$ cat config.mk
export PLATFORM = sky130hd
export DESIGN_NAME = relay_frame_ctrl
export DESIGN_NICKNAME = d
export VERILOG_FILES = /design/src/rtl/relay_frame_ctrl.sv
export SDC_FILE = /design/constraint.sdc
export NUM_CORES = 1
export LEC_CHECK = 0
export BUFFER_PORTS_ARGS = -buffer_cell sky130_fd_sc_hd__buf_2
export CORE_MARGIN = 4
export CORE_UTILIZATION = 35
export CTS_CLUSTER_DIAMETER = 60
export DETAILED_ROUTE_END_ITERATION = 16
export HOLD_SLACK_MARGIN = 0.06
export PLACE_DENSITY = 0.61
export RECOVER_POWER = 100
export SLEW_MARGIN = 20
export SYNTH_ARGS = -nofsm -noshare
export SYNTH_HDL_FRONTEND = slang
export SYNTH_SLANG_ARGS = --single-unit
$ cat constraint.sdc
create_clock -name clk -period 2.65 [get_ports clk]
set_input_delay 0.795 -clock clk [delete_from_list [all_inputs] [get_ports clk]]
set_output_delay 0.795 -clock clk [all_outputs]
set_load 0.02 [all_outputs]
$ cat src/rtl/relay_frame_ctrl.sv
// relay_frame_ctrl: frame-level mod_type scheduler for the HF relay path.
//
// Sequences mod_type through OFF -> LISTEN -> (QUIET) -> MOD -> LISTEN for the
// fake-reader and fake-tag roles, detecting frame start/end from the decoded
// nibble stream and aborting QUIET/MOD after an inactivity timeout.
//
// Ports:
//   clk          in   system clock, rising edge
//   reset        in   asynchronous active-low reset
//   role         in   3'b101 FAKE_READER, 3'b110 FAKE_TAG, anything else inactive
//   nib          in   decoded nibble
//   nib_valid    in   one-cycle strobe qualifying nib
//   tx_pending   in   peer about to transmit (drop carrier)
//   mod_type     out  registered front-end mode code
//   frame_active out  registered, high while in MOD
//   frame_len    out  registered nibble count of current/last frame, saturating
//   frame_done   out  one-cycle pulse on clean end-of-frame
//   timeout      out  one-cycle pulse on inactivity abort
module relay_frame_ctrl #(
    parameter int                   TIMEOUT_W      = 16,
    parameter logic [TIMEOUT_W-1:0] TIMEOUT_CYCLES = 16'd40000
) (
    input  logic       clk,
    input  logic       reset,
    input  logic [2:0] role,
    input  logic [3:0] nib,
    input  logic       nib_valid,
    input  logic       tx_pending,
    output logic [2:0] mod_type,
    output logic       frame_active,
    output logic [7:0] frame_len,
    output logic       frame_done,
    output logic       timeout
);
    localparam logic [1:0] S_OFF    = 2'd0;
    localparam logic [1:0] S_LISTEN = 2'd1;
    localparam logic [1:0] S_QUIET  = 2'd2;
    localparam logic [1:0] S_MOD    = 2'd3;

    localparam logic [2:0] ROLE_READER = 3'b101;
    localparam logic [2:0] ROLE_TAG    = 3'b110;

    logic [1:0]           state_q, state_d;
    logic [2:0]           role_q;
    logic [15:0]          hist_q, hist_d;
    logic                 ph_q, ph_d;
    logic [TIMEOUT_W-1:0] timer_q, timer_d;
    logic [2:0]           mod_type_q, mod_type_d;
    logic                 frame_active_q;
    logic [7:0]           frame_len_q, frame_len_d;
    logic                 frame_done_q, frame_done_d;
    logic                 timeout_q, timeout_d;

    logic        is_reader, active, role_chg, counting, expire, is_start, frame_end;
    logic [3:0]  start_nib;
    logic [15:0] hist_shift;

    assign is_reader  = role == ROLE_READER;
    assign active     = is_reader || role == ROLE_TAG;
    assign role_chg   = role != role_q;
    assign start_nib  = is_reader ? 4'hC : 4'hF;
    assign hist_shift = {hist_q[11:0], nib};
    assign is_start   = nib_valid && nib == start_nib;
    assign counting   = state_q == S_QUIET || state_q == S_MOD;
    // A nibble arriving on the expiry cycle keeps the frame alive.
    assign expire     = counting && timer_q == TIMEOUT_CYCLES - TIMEOUT_W'(1) && !nib_valid;
    // End is only recognised on a byte boundary, i.e. when the shift leaves ph at 0.
    assign frame_end  = nib_valid && ph_q &&
                        (is_reader ? (hist_shift == 16'h0000 || hist_shift == 16'hC000)
                                   : hist_shift[7:0] == 8'h00);

    always_comb begin
        state_d      = state_q;
        hist_d       = nib_valid ? hist_shift : hist_q;
        ph_d         = nib_valid ? ~ph_q : ph_q;
        frame_len_d  = frame_len_q;
        frame_done_d = 1'b0;
        timeout_d    = 1'b0;
        if (!active) begin
            state_d = S_OFF;
        end else if (state_q == S_OFF || role_chg) begin
            state_d = S_LISTEN;
        end else if (state_q == S_MOD) begin
            if (expire) begin
                state_d   = S_LISTEN;
                timeout_d = 1'b1;
            end else if (nib_valid) begin
                frame_len_d  = frame_len_q == 8'hFF ? 8'hFF : frame_len_q + 8'd1;
                state_d      = frame_end ? S_LISTEN : S_MOD;
                frame_done_d = frame_end;
            end
        end else if (is_start) begin
            // The start nibble is the first half of the frame's first byte, so
            // the phase restarts from cleared and is then advanced by that nibble.
            state_d     = S_MOD;
            hist_d      = {12'h000, nib};
            ph_d        = 1'b1;
            frame_len_d = 8'd1;
        end else if (expire) begin
            state_d   = S_LISTEN;
            timeout_d = 1'b1;
        end else if (state_q == S_LISTEN && tx_pending) begin
            state_d = S_QUIET;
        end
        timer_d    = (nib_valid || state_d != state_q) ? '0 :
                     (counting && timer_q != '1) ? timer_q + 1'b1 : timer_q;
        mod_type_d = state_d == S_LISTEN ? (is_reader ? 3'b011 : 3'b001) :
                     state_d == S_MOD    ? (is_reader ? 3'b100 : 3'b010) : 3'b000;
    end

    always_ff @(posedge clk or negedge reset) begin
        if (!reset) begin
            state_q        <= S_OFF;
            role_q         <= 3'b000;
            hist_q         <= 16'h0000;
            ph_q           <= 1'b0;
            timer_q        <= '0;
            mod_type_q     <= 3'b000;
            frame_active_q <= 1'b0;
            frame_len_q    <= 8'd0;
            frame_done_q   <= 1'b0;
            timeout_q      <= 1'b0;
        end else begin
            state_q        <= state_d;
            role_q         <= role;
            hist_q         <= hist_d;
            ph_q           <= ph_d;
            timer_q        <= timer_d;
            mod_type_q     <= mod_type_d;
            frame_active_q <= state_d == S_MOD;
            frame_len_q    <= frame_len_d;
            frame_done_q   <= frame_done_d;
            timeout_q      <= timeout_d;
        end
    end

    assign mod_type     = mod_type_q;
    assign frame_active = frame_active_q;
    assign frame_len    = frame_len_q;
    assign frame_done   = frame_done_q;
    assign timeout      = timeout_q;
endmodule

## Word level (Yosys, flattened, before mapping)

Cells that the tools add are included.
W data, S select, Z words.

| word-level totals | value |
|---|---|
| register bits after elaboration | 52 |
| input port bits | 11 |
| output and inout bits | 14 |
| logic and storage cells | 91 |

| operators by class | value |
|---|---|
| add/subtract/negate cells | 2 |
| eq/ne operators | 16 |
| muxes and demuxes | 42 |
| bitwise logic cells | 2 |
| reductions and logical operators | 19 |

Operators with widths:

| kind | number |
|---|---|
| $mux W16 | 7 |
| $mux W8 | 5 |
| $eq A16 B16 Y1 const B | 2 |
| $mux W2 | 11 |
| $add A16 B1 Y16 const B | 1 |
| $logic_not A16 Y1 | 1 |
| $mux W1 | 16 |
| $ne A16 B16 Y1 const B | 1 |
| $mux W3 | 3 |
| $add A8 B1 Y8 const B | 1 |
| $eq A8 B8 Y1 const B | 1 |
| $logic_not A8 Y1 | 1 |
| $logic_and A1 B1 Y1 | 7 |
| $eq A2 B2 Y1 const B | 3 |
| $eq A3 B3 Y1 const B | 2 |
| $logic_or A1 B1 Y1 | 5 |
| $reduce_and A5 Y1 | 1 |
| $eq A2 B1 Y1 const B | 2 |
| $eq A4 B4 Y1 | 1 |
| $ne A2 B2 Y1 const B | 2 |
| $reduce_bool A2 Y1 | 2 |
| $ne A3 B3 Y1 | 1 |
| $logic_not A2 Y1 | 1 |
| $ne A2 B2 Y1 | 1 |
| 2 further kinds | 3 |

## Logic depth before layout (Yosys ltp)

Gate-level depths: netlist of the first run.

| depth | value |
|---|---|
| depth after elaboration | 13 |
| mapped depth | 8 |
| mapped depth without buffers | 7 |

## Least setup slack after synthesis of the first run

OpenSTA, ideal clock, no wires.

| timing path | value |
|---|---|
| path type | input-to-reg |
| start point | input nib_valid |
| end point | register timer_q[6] |
| library setup time | 0.119 ns |
| data arrival time | 2.199 ns |
| data required time | 2.531 ns |
| path slack | 0.332 ns |
| stages on the path | 8 |
| buffers on the path | 2 |
| cells stage by stage | buf_2 > nand2b_1 > nor4_1 > and3_2 > a211oi_1 > o311ai_4 > buf_6 > nor2_2 |

| on the way | value |
|---|---|
| longest elaborated chain between the ends | 11 |
| elaborated cells between the ends (all ways) | 17 |
| classes of those cells | eq/ne (1); mux (9); reduce/logical (7) |

RTL lines:

| item | RTL line | source |
|---|---|---|
| from (decl) | 27 | `input logic nib_valid,` |
| $logic_and A1 B1 Y1 (2 in a row) | 68 | `assign frame_end = nib_valid && ph_q &&` |
| $mux W2 | 89 | `state_d = frame_end ? S_LISTEN : S_MOD;` |
| $mux W2 | 87 | `end else if (nib_valid) begin` |
| $mux W2 | 84 | `if (expire) begin` |
| $mux W2 | 83 | `end else if (state_q == S_MOD) begin` |
| $mux W2 | 81 | `end else if (state_q == S_OFF \|\| role_chg) begin` |
| $mux W2 | 79 | `if (!active) begin` |
| $ne A2 B2 Y1 | 105 | `timer_d = (nib_valid \|\| state_d != state_q) ? '0 :` |
| $logic_or A1 B1 Y1 (*) | 105 |  |
| $mux W16 / $reduce_bool A2 Y1 (equally long branches) | - |  |
| to (signal assigned) | 128 | `timer_q <= timer_d;` |
| to (decl) | 47 | `logic [TIMEOUT_W-1:0] timer_q, timer_d;` |

Mark *: on every way between the ends. The rest lies on a longest branch, timed or not.
A chain may end at the register's enable or synchronous reset.

## Final worst setup path of the first run

| timing path | value |
|---|---|
| start point | input role[2] |
| end point | register timer_q[5] |

| on the way | value |
|---|---|
| longest elaborated chain between the ends | 12 |
| elaborated cells between the ends (all ways) | 21 |
| classes of those cells | eq/ne (5); mux (10); reduce/logical (6) |

RTL lines:

| item | RTL line | source |
|---|---|---|
| from (decl) | 25 | `input logic [2:0] role,` |
| $eq A3 B3 Y1 | 58 | `assign is_reader = role == ROLE_READER;` |
| $mux W1 | 69 | `(is_reader ? (hist_shift == 16'h0000 \|\| hist_shift == 16'hC000)` |
| $logic_and A1 B1 Y1 | 68 |  |
| $mux W2 | 89 |  |
| $mux W2 | 87 |  |
| $mux W2 | 84 |  |
| $mux W2 | 83 |  |
| $mux W2 | 81 |  |
| $mux W2 (*) | 79 |  |
| $ne A2 B2 Y1 (*) | 105 |  |
| $logic_or A1 B1 Y1 (*) | 105 |  |
| $mux W16 / $reduce_bool A2 Y1 (equally long branches) | - |  |

Marked as above.

==> flow_metrics.env, run 1 <==
export IMPL_cp_top_family="compound AO/OA/AOI/OAI gates"
export IMPL_clk_latency_ns=0.30
export IMPL_drc_errors=0
export IMPL_cts_resized_gates=0
export IMPL_core_region_area_um2=6530
export IMPL_cp_end_kind="flop"
export IMPL_peakVddDrop_uv=379
export IMPL_gp_congestion=0.838
export IMPL_synth_cells=228
export IMPL_setup_worst_path_end="timer_q[5]$_DFFE_PN0P_"
export IMPL_setup_tns_ns=0
export IMPL_grt_pass1_vias=1694
export IMPL_p_switching_mw=0.340
export IMPL_synth_area_leader_cell="dfrtp_1"
export IMPL_min_period_ns=2.23
export IMPL_synth_avg_cell_area_um2=10.6
export IMPL_critPathKind="in2reg"
export IMPL_grt_pass1_wl_um=8180
export IMPL_critPathLaunchType="primary input"
export IMPL_slew_limit_headroom_pct=13.9
export IMPL_ys_ff_latch=48
export IMPL_cts_hold_buf=0
export IMPL_max_stage_delay_ns=0.42
export IMPL_ys_types=49
export IMPL_grt_usage_pct=12.3
export IMPL_seq_area_frac_synth_pct=49.8
export IMPL_clock_skew_ns=0.0110
export IMPL_synth_nets=242
export IMPL_power_clock_fraction_pct=31.2
export IMPL_numPortBuffers=24
export IMPL_synth_area_um2=2410
export IMPL_seqPwrFrac_pct=59.3
export IMPL_cap_violations=0
export IMPL_rr_worst_depth=5
export IMPL_post_cts_buffers=0
export IMPL_drt_wl_total_um=4800
export IMPL_cts_buffer_depth=2
export IMPL_p_int_mw=1.01
export IMPL_tightest_slew_ns=1.29
export IMPL_clk_pin_slew_ns=0.09
export IMPL_period_share_pct=84.2
export IMPL_p_comb_share_pct=9.5
export IMPL_switching_share_pct=25.2
export IMPL_placedCellCount=333
export IMPL_drtAntennaViolNets=0
export IMPL_grt_overflow_total=0
export IMPL_grt_max_degree=26
export IMPL_p_per_area_nw_per_um2=501
export IMPL_cts_max_level=2
export IMPL_rows=29
export IMPL_cp_data_required_time_ns=2.88
export IMPL_synth_flop_cell="dfrtp_1"
export IMPL_wl_per_cell_um=14.1
export IMPL_cts_sinks=48
export IMPL_cts_root_buffer="clkbuf_8"
export IMPL_dieHeight_um=91.0
export IMPL_syn2layout_area_growth_pct=11.7
export IMPL_initial_utilization_pct=36.9
export IMPL_diodes=0
export IMPL_nNetsFinal=277
export IMPL_cellLeakagePower_nw=1.12
export IMPL_ys_warn_count=0
export IMPL_antenna_found_initial=0
export IMPL_worst_path_max_delay_cell="or2_0"
export IMPL_setup_viol=0
export IMPL_drive_above_1_share_pct=11.4
export IMPL_yosysTopAreaCellShare_pct=49.8
export IMPL_crit_buf_inv=2
export IMPL_finalMaxSlewViolations=0
export IMPL_pin_count=25
export IMPL_final_cells=340
export IMPL_synth_edf_count=0
export IMPL_via_per_inst=5.18
export IMPL_async_flop_share_pct=100
export IMPL_die_w_um=91.0
export IMPL_status="complete, no violations"
export IMPL_crit_path_start="role[2]"
export IMPL_firstDrtPassIters=4
export IMPL_finalHoldViolCount=0
export IMPL_r2r_slack_ns=0.49
export IMPL_vias=1760
export IMPL_die_area_um2=8280
export IMPL_cts_tree="yes"
export IMPL_rr_startpoint="state_q[1]$_DFF_PN0_"
export IMPL_crit_path_cell_trace="clkbuf_1 > xnor2_1 > o2111ai_1 > or2_0 > o31ai_4 > o311ai_4 > buf_12 > nor2_1"
export IMPL_crit_cells=8
export IMPL_cts_buffers=5
export IMPL_fmax_ghz=0.448
export IMPL_synthTopCellsByArea="dfrtp_1 50%, xor2_1 5.1%, nor2_1 5.0%"
export IMPL_drt_initial_drc_count=58
export IMPL_rsz0062_at_grt="no"
export IMPL_reg2reg_to="ph_q$_DFF_PN0_"
export IMPL_min_path_type="reg2reg"
export IMPL_critical_path_arrival_ns=2.47
export IMPL_hpwl_um=3500
export IMPL_crit_fanout=16
==> area by class of cell <==
| class | count | area (um2) |
|---|---|---|
| fillers | 654 | 3840 |
| flip-flops and latches | 48 | 1200 |
| multi-input cells | 174 | 1150 |
| repair buffers | 33 | 159 |
| well taps | 77 | 96.3 |
| clock buffers | 5 | 68.8 |
| clock inverters | 2 | 12.5 |
| inverters | 1 | 3.75 |
==> synthesized netlist by cell type (all sizes together), types with 2 or more instances <==
master	instances
a211oi	3
nor2	42
a31oi	3
nand4	4
ha	3
nor4	5
o31ai	4
mux2i	9
buf	5
mux2	5
and3	7
a21oi	8
nand3	15
dfrtp	48
xor2	14
nand2	14
a21o	4
and2	3
or2	2
nand2b	4
xnor2	6
==> power groups by stage <==
| stage | Clock, mW | Combinational, mW | Sequential, mW |
|---|---|---|---|
| floorplan | 0 | 0.0851 | 0.809 |
| global placement | 0 | 0.137 | 0.813 |
| CTS | 0.440 | 0.140 | 0.800 |
| global route | 0.474 | 0.148 | 0.805 |
| finish | 0.421 | 0.128 | 0.800 |
| detailed placement | 0 | 0.139 | 0.814 |
==> state kept, by name, summed over array words and instances, names as in the netlist, named ones only <==
| register | flops |
|---|---|
| ph_q | 1 |
| frame_len | 8 |
| frame_active | 1 |
| state_q | 2 |
| role_q | 3 |
| mod_type | 3 |
| hist_q | 8 |
| frame_done | 1 |
| timeout | 1 |
| timer_q | 16 |
==> through the flow <==
step | util (%) | cell area [um2] | hold WS [ns] | power (mW) | worst slack (ns)
6_report | 41.2 | 2690 | 0.533 | 1.35 | 0.417
5_1_grt | 41.2 | 2690 | 0.581 | 1.43 | 0.248
4_1_cts | 42.3 | 2760 | 0.498 | 1.38 | 0.520
3_5_place_dp | 41.1 | 2680 | 0.519 | 0.953 | 0.191
3_3_place_gp | 41.1 | 2680 | 0.504 | 0.951 | 0.260
2_1_floorplan | - | 2410 | 0.477 | 0.894 | 0.332
==> how the worst min path moves through the flow <==
| stage | startpoint | end | slack, ns | cells after the start |
|---|---|---|---|---|
| floorplan | hist_q[8]$_DFF_PN0_ | hist_q[8]$_DFF_PN0_ | 0.48 | 2 |
| global placement | hist_q[8]$_DFF_PN0_ | hist_q[8]$_DFF_PN0_ | 0.50 | 2 |
| detailed placement | hist_q[8]$_DFF_PN0_ | hist_q[8]$_DFF_PN0_ | 0.52 | 2 |
| CTS | reset | timer_q[7]$_DFFE_PN0P_ | 0.50 | 1 |
| global route | flop | flop | 0.58 | 1 |
| finish | hist_q[8]$_DFF_PN0_ | hist_q[8]$_DFF_PN0_ | 0.53 | 2 |
==> metal layers <==
layer / vias up / routed length (um) / track usage, %
met1: 844 / 2320 / 16.3
met3: 4 / 148 / 3.55
li1: 881 / - / -
met2: 31 / 2270 / 19.6
met4: 0 / 58 / 3.77
met5: - / 0 / 0
==> layout by cell type (no fill, tap or decap), drive strengths merged, types with 2 or more instances in the layout <==
cell,n
a31oi,3
mux2i,9
a21o,4
nor4,5
and3,7
dfrtp,48
a21oi,8
nand3,15
nand2,14
a211oi,3
or2,2
xnor2,6
nand4,4
mux2,5
nor2,42
buf,9
xor2,14
nand2b,4
o31ai,4
and2,3
ha,3
clkbuf,29
==> kinds of logic after synthesis <==
kind of cell / after synthesis / synth area share, %
AOI/OAI and AO/OA: 33 / 11.0
xor gates and xnor gates: 20 / 7.27
adders and majority gates: 3 / 1.56
buffers and inverters: 6 / 1.66
DFF: 48 / 49.8
muxes: 14 / 6.07
and+or+nand+nor: 104 / 22.6
==> worst reg2reg max path: stages, from the launching register on <==
cell	delay [ns]
dfrtp_1	0.52
o2111ai_1	0.39
or2_0	0.47
nor2_1	0.10
clkbuf_1	0.25
or2_2	0.33
Power figures use the tool's default switching activity.
==> inputs of run 2 (changes only) <==
--- a/config.mk
+++ b/config.mk
@@ -11,7 +11,7 @@
 export CTS_CLUSTER_DIAMETER = 60
 export DETAILED_ROUTE_END_ITERATION = 16
 export HOLD_SLACK_MARGIN = 0.06
-export PLACE_DENSITY = 0.61
+export PLACE_DENSITY = 0.63
 export RECOVER_POWER = 100
 export SLEW_MARGIN = 20
 export SYNTH_ARGS = -nofsm -noshare
==> constraint.sdc (replaced) <==
create_clock -name clk -period 2 [get_ports clk]
set_input_delay 0.6 -clock clk [delete_from_list [all_inputs] [get_ports clk]]
set_output_delay 0.6 -clock clk [all_outputs]
set_load 0.02 [all_outputs]
==> run 2 against run 1 <==
- register-to-register slack got worse by 0.41 ns
- clock power rose by 40%
- clock-buffer cell count rose by 3
- clock skew fell by 0.0075 ns
- critical endpoint is now timer_q[7]$_DFFE_PN0P_
- largest cell class is now multi-input gates
- highest routed layer unchanged
==> flow_metrics.env, run 2 (synthesis gave the netlist of run 1 again) <==
export IMPL_power_clock_fraction_pct=31.4
export IMPL_switching_share_pct=24.5
export IMPL_period_share_pct=95.9
export IMPL_cts_max_level=2
export IMPL_die_area_um2=8280
export IMPL_grt_pass1_vias=1877
export IMPL_numPortBuffers=24
export IMPL_peakVddDrop_uv=537
export IMPL_grt_pass1_wl_um=8530
export IMPL_final_setup_worst_slack_ns=0.0814
export IMPL_wl_per_cell_um=13.9
export IMPL_rows=29
export IMPL_firstDrtPassIters=4
export IMPL_min_period_ns=1.92
export IMPL_drtAntennaViolNets=0
export IMPL_cts_root_buffer="clkbuf_8"
export IMPL_gp_congestion=0.812
export IMPL_tightest_slew_ns=1.17
export IMPL_syn2layout_area_growth_pct=22.7
export IMPL_pin_count=25
export IMPL_pre_cts_ws_ns=-0.222
export IMPL_antenna_found_initial=0
export IMPL_cap_violations=0
export IMPL_critPathKind="reg2reg"
export IMPL_drt_wl_total_um=5030
export IMPL_initial_utilization_pct=36.9
export IMPL_cts_hold_buf=0
export IMPL_via_per_inst=5.07
export IMPL_clk_latency_ns=0.29
export IMPL_largest_reg_flops=16
export IMPL_status="complete, no violations"
export IMPL_holdPathStages=1
export IMPL_finalHoldViolCount=0
export IMPL_critical_path_arrival_ns=2.11
export IMPL_grt_max_degree=49
export IMPL_drc_errors=0
export IMPL_die_w_um=91.0
export IMPL_core_region_area_um2=6530
export IMPL_dr_wl_met2_um=2530
export IMPL_setup_viol=0
export IMPL_cts_tree="yes"
export IMPL_drive_above_1_share_pct=26.0
export IMPL_route_met3_wl_um=151
export IMPL_grt_overflow_total=0
export IMPL_fmax_ghz=0.521
export IMPL_cts_buffer_depth=2
export IMPL_p_int_mw=1.42
export IMPL_setup_tns_ns=0
export IMPL_clk_pin_slew_ns=0.08
export IMPL_mostFrequentLayoutCell="dfrtp_1"
export IMPL_finalMaxSlewViolations=0
export IMPL_dieHeight_um=91.0
export IMPL_cellLeakagePower_nw=1.25
export IMPL_cp_data_required_time_ns=2.19
export IMPL_hpwl_um=3590
export IMPL_drt_initial_drc_count=50
export IMPL_cts_buffers=5
export IMPL_nNetsFinal=298
export IMPL_layout_common_cells="47 x dfrtp_1, 31 x nor2_1, 21 x clkbuf_1, 20 x buf_4, 15 x nand3_1"
export IMPL_seqPwrFrac_pct=56.6
export IMPL_diodes=0
export IMPL_p_comb_share_pct=12.0
export IMPL_p_per_area_nw_per_um2=635
export IMPL_vias=1835
export IMPL_min_path_type="in2reg"
export IMPL_slew_limit_headroom_pct=21.8
export IMPL_top_register="timer_q"
export IMPL_critPathLaunchType="flop"
export IMPL_p_switching_mw=0.461
export IMPL_grt_usage_pct=12.4
export IMPL_top_layer_used="met4"
export IMPL_clock_skew_ns=0.00351
export IMPL_cp_end_kind="flop"
export IMPL_rr_worst_depth=7
export IMPL_crit_fanout=8
export IMPL_routedLengthMet1_um=2330
export IMPL_cts_sinks=48
[run 2: routing by layer]
layer | up-vias | global-route usage, %
met2 | 40 | 21.0
met1 | 864 | 16.3
li1 | 929 | -
met4 | 0 | 3.39
met5 | - | 0
met3 | 2 | 2.15
[run 2: cell type report]
class,count,area [um2]
sequential,48,1200
inverter,1,3.75
multi-input combinational,174,1230
clock buffer,8,90.1
fill,640,3570
timing repair buffer,54,337
tap,77,96.3
[run 2: through the flow]
stage	instance area (um2)	util [%]	power [mW]	hold slack, ns	std cells
CTS	2940	45.0	1.90	0.283	359
global placement	2840	43.4	1.29	0.497	350
floorplan	2450	-	1.19	0.304	228
detailed placement	2840	43.4	1.30	0.508	350
global route	2960	45.3	1.97	0.462	362
finish	2960	45.3	1.88	0.455	362
[run 2: path summary, 6_finish.rpt]
path	start	endpoint	slack (ns)
worst min register to register	hist_q[8]$_DFF_PN0_	hist_q[8]$_DFF_PN0_	0.54
worst max-delay path	hist_q[5]$_DFF_PN0_	timer_q[7]$_DFFE_PN0P_	0.08
worst max register to register	hist_q[5]$_DFF_PN0_	timer_q[7]$_DFFE_PN0P_	0.08
worst min-delay path	role[1]	role_q[1]$_DFF_PN0_	0.46
max in group asynchronous	reset	state_q[1]$_DFF_PN0_	0.59
min in group asynchronous	reset	timer_q[7]$_DFFE_PN0P_	0.61
[run 2: worst max-delay path: stages (launching register included)]
cell	delay, ns
dfrtp_1	0.39
or4_4	0.55
nor4_4	0.14
o2111a_2	0.27
o31ai_4	0.09
o311ai_4	0.10
clkbuf_16	0.24
nor2_2	0.04
[run 2: power by group through the flow]
| stage | clock network (mW) | registers (mW) | logic [mW] |
|---|---|---|---|
| after global placement | 0 | 1.08 | 0.217 |
| after CTS | 0.615 | 1.06 | 0.222 |
| final | 0.590 | 1.06 | 0.225 |
| after floorplan | 0 | 1.07 | 0.119 |
| after detailed placement | 0 | 1.08 | 0.220 |
| after global routing | 0.654 | 1.07 | 0.251 |
[run 2: what timing repair did]
item | in CTS | in global routing
gates resized for setup | 1 | 9
pin swaps | 0 | 3
setup buffers | 1 | 2
setup endpoints to repair | 16 | 19
gates cloned | 0 | 1
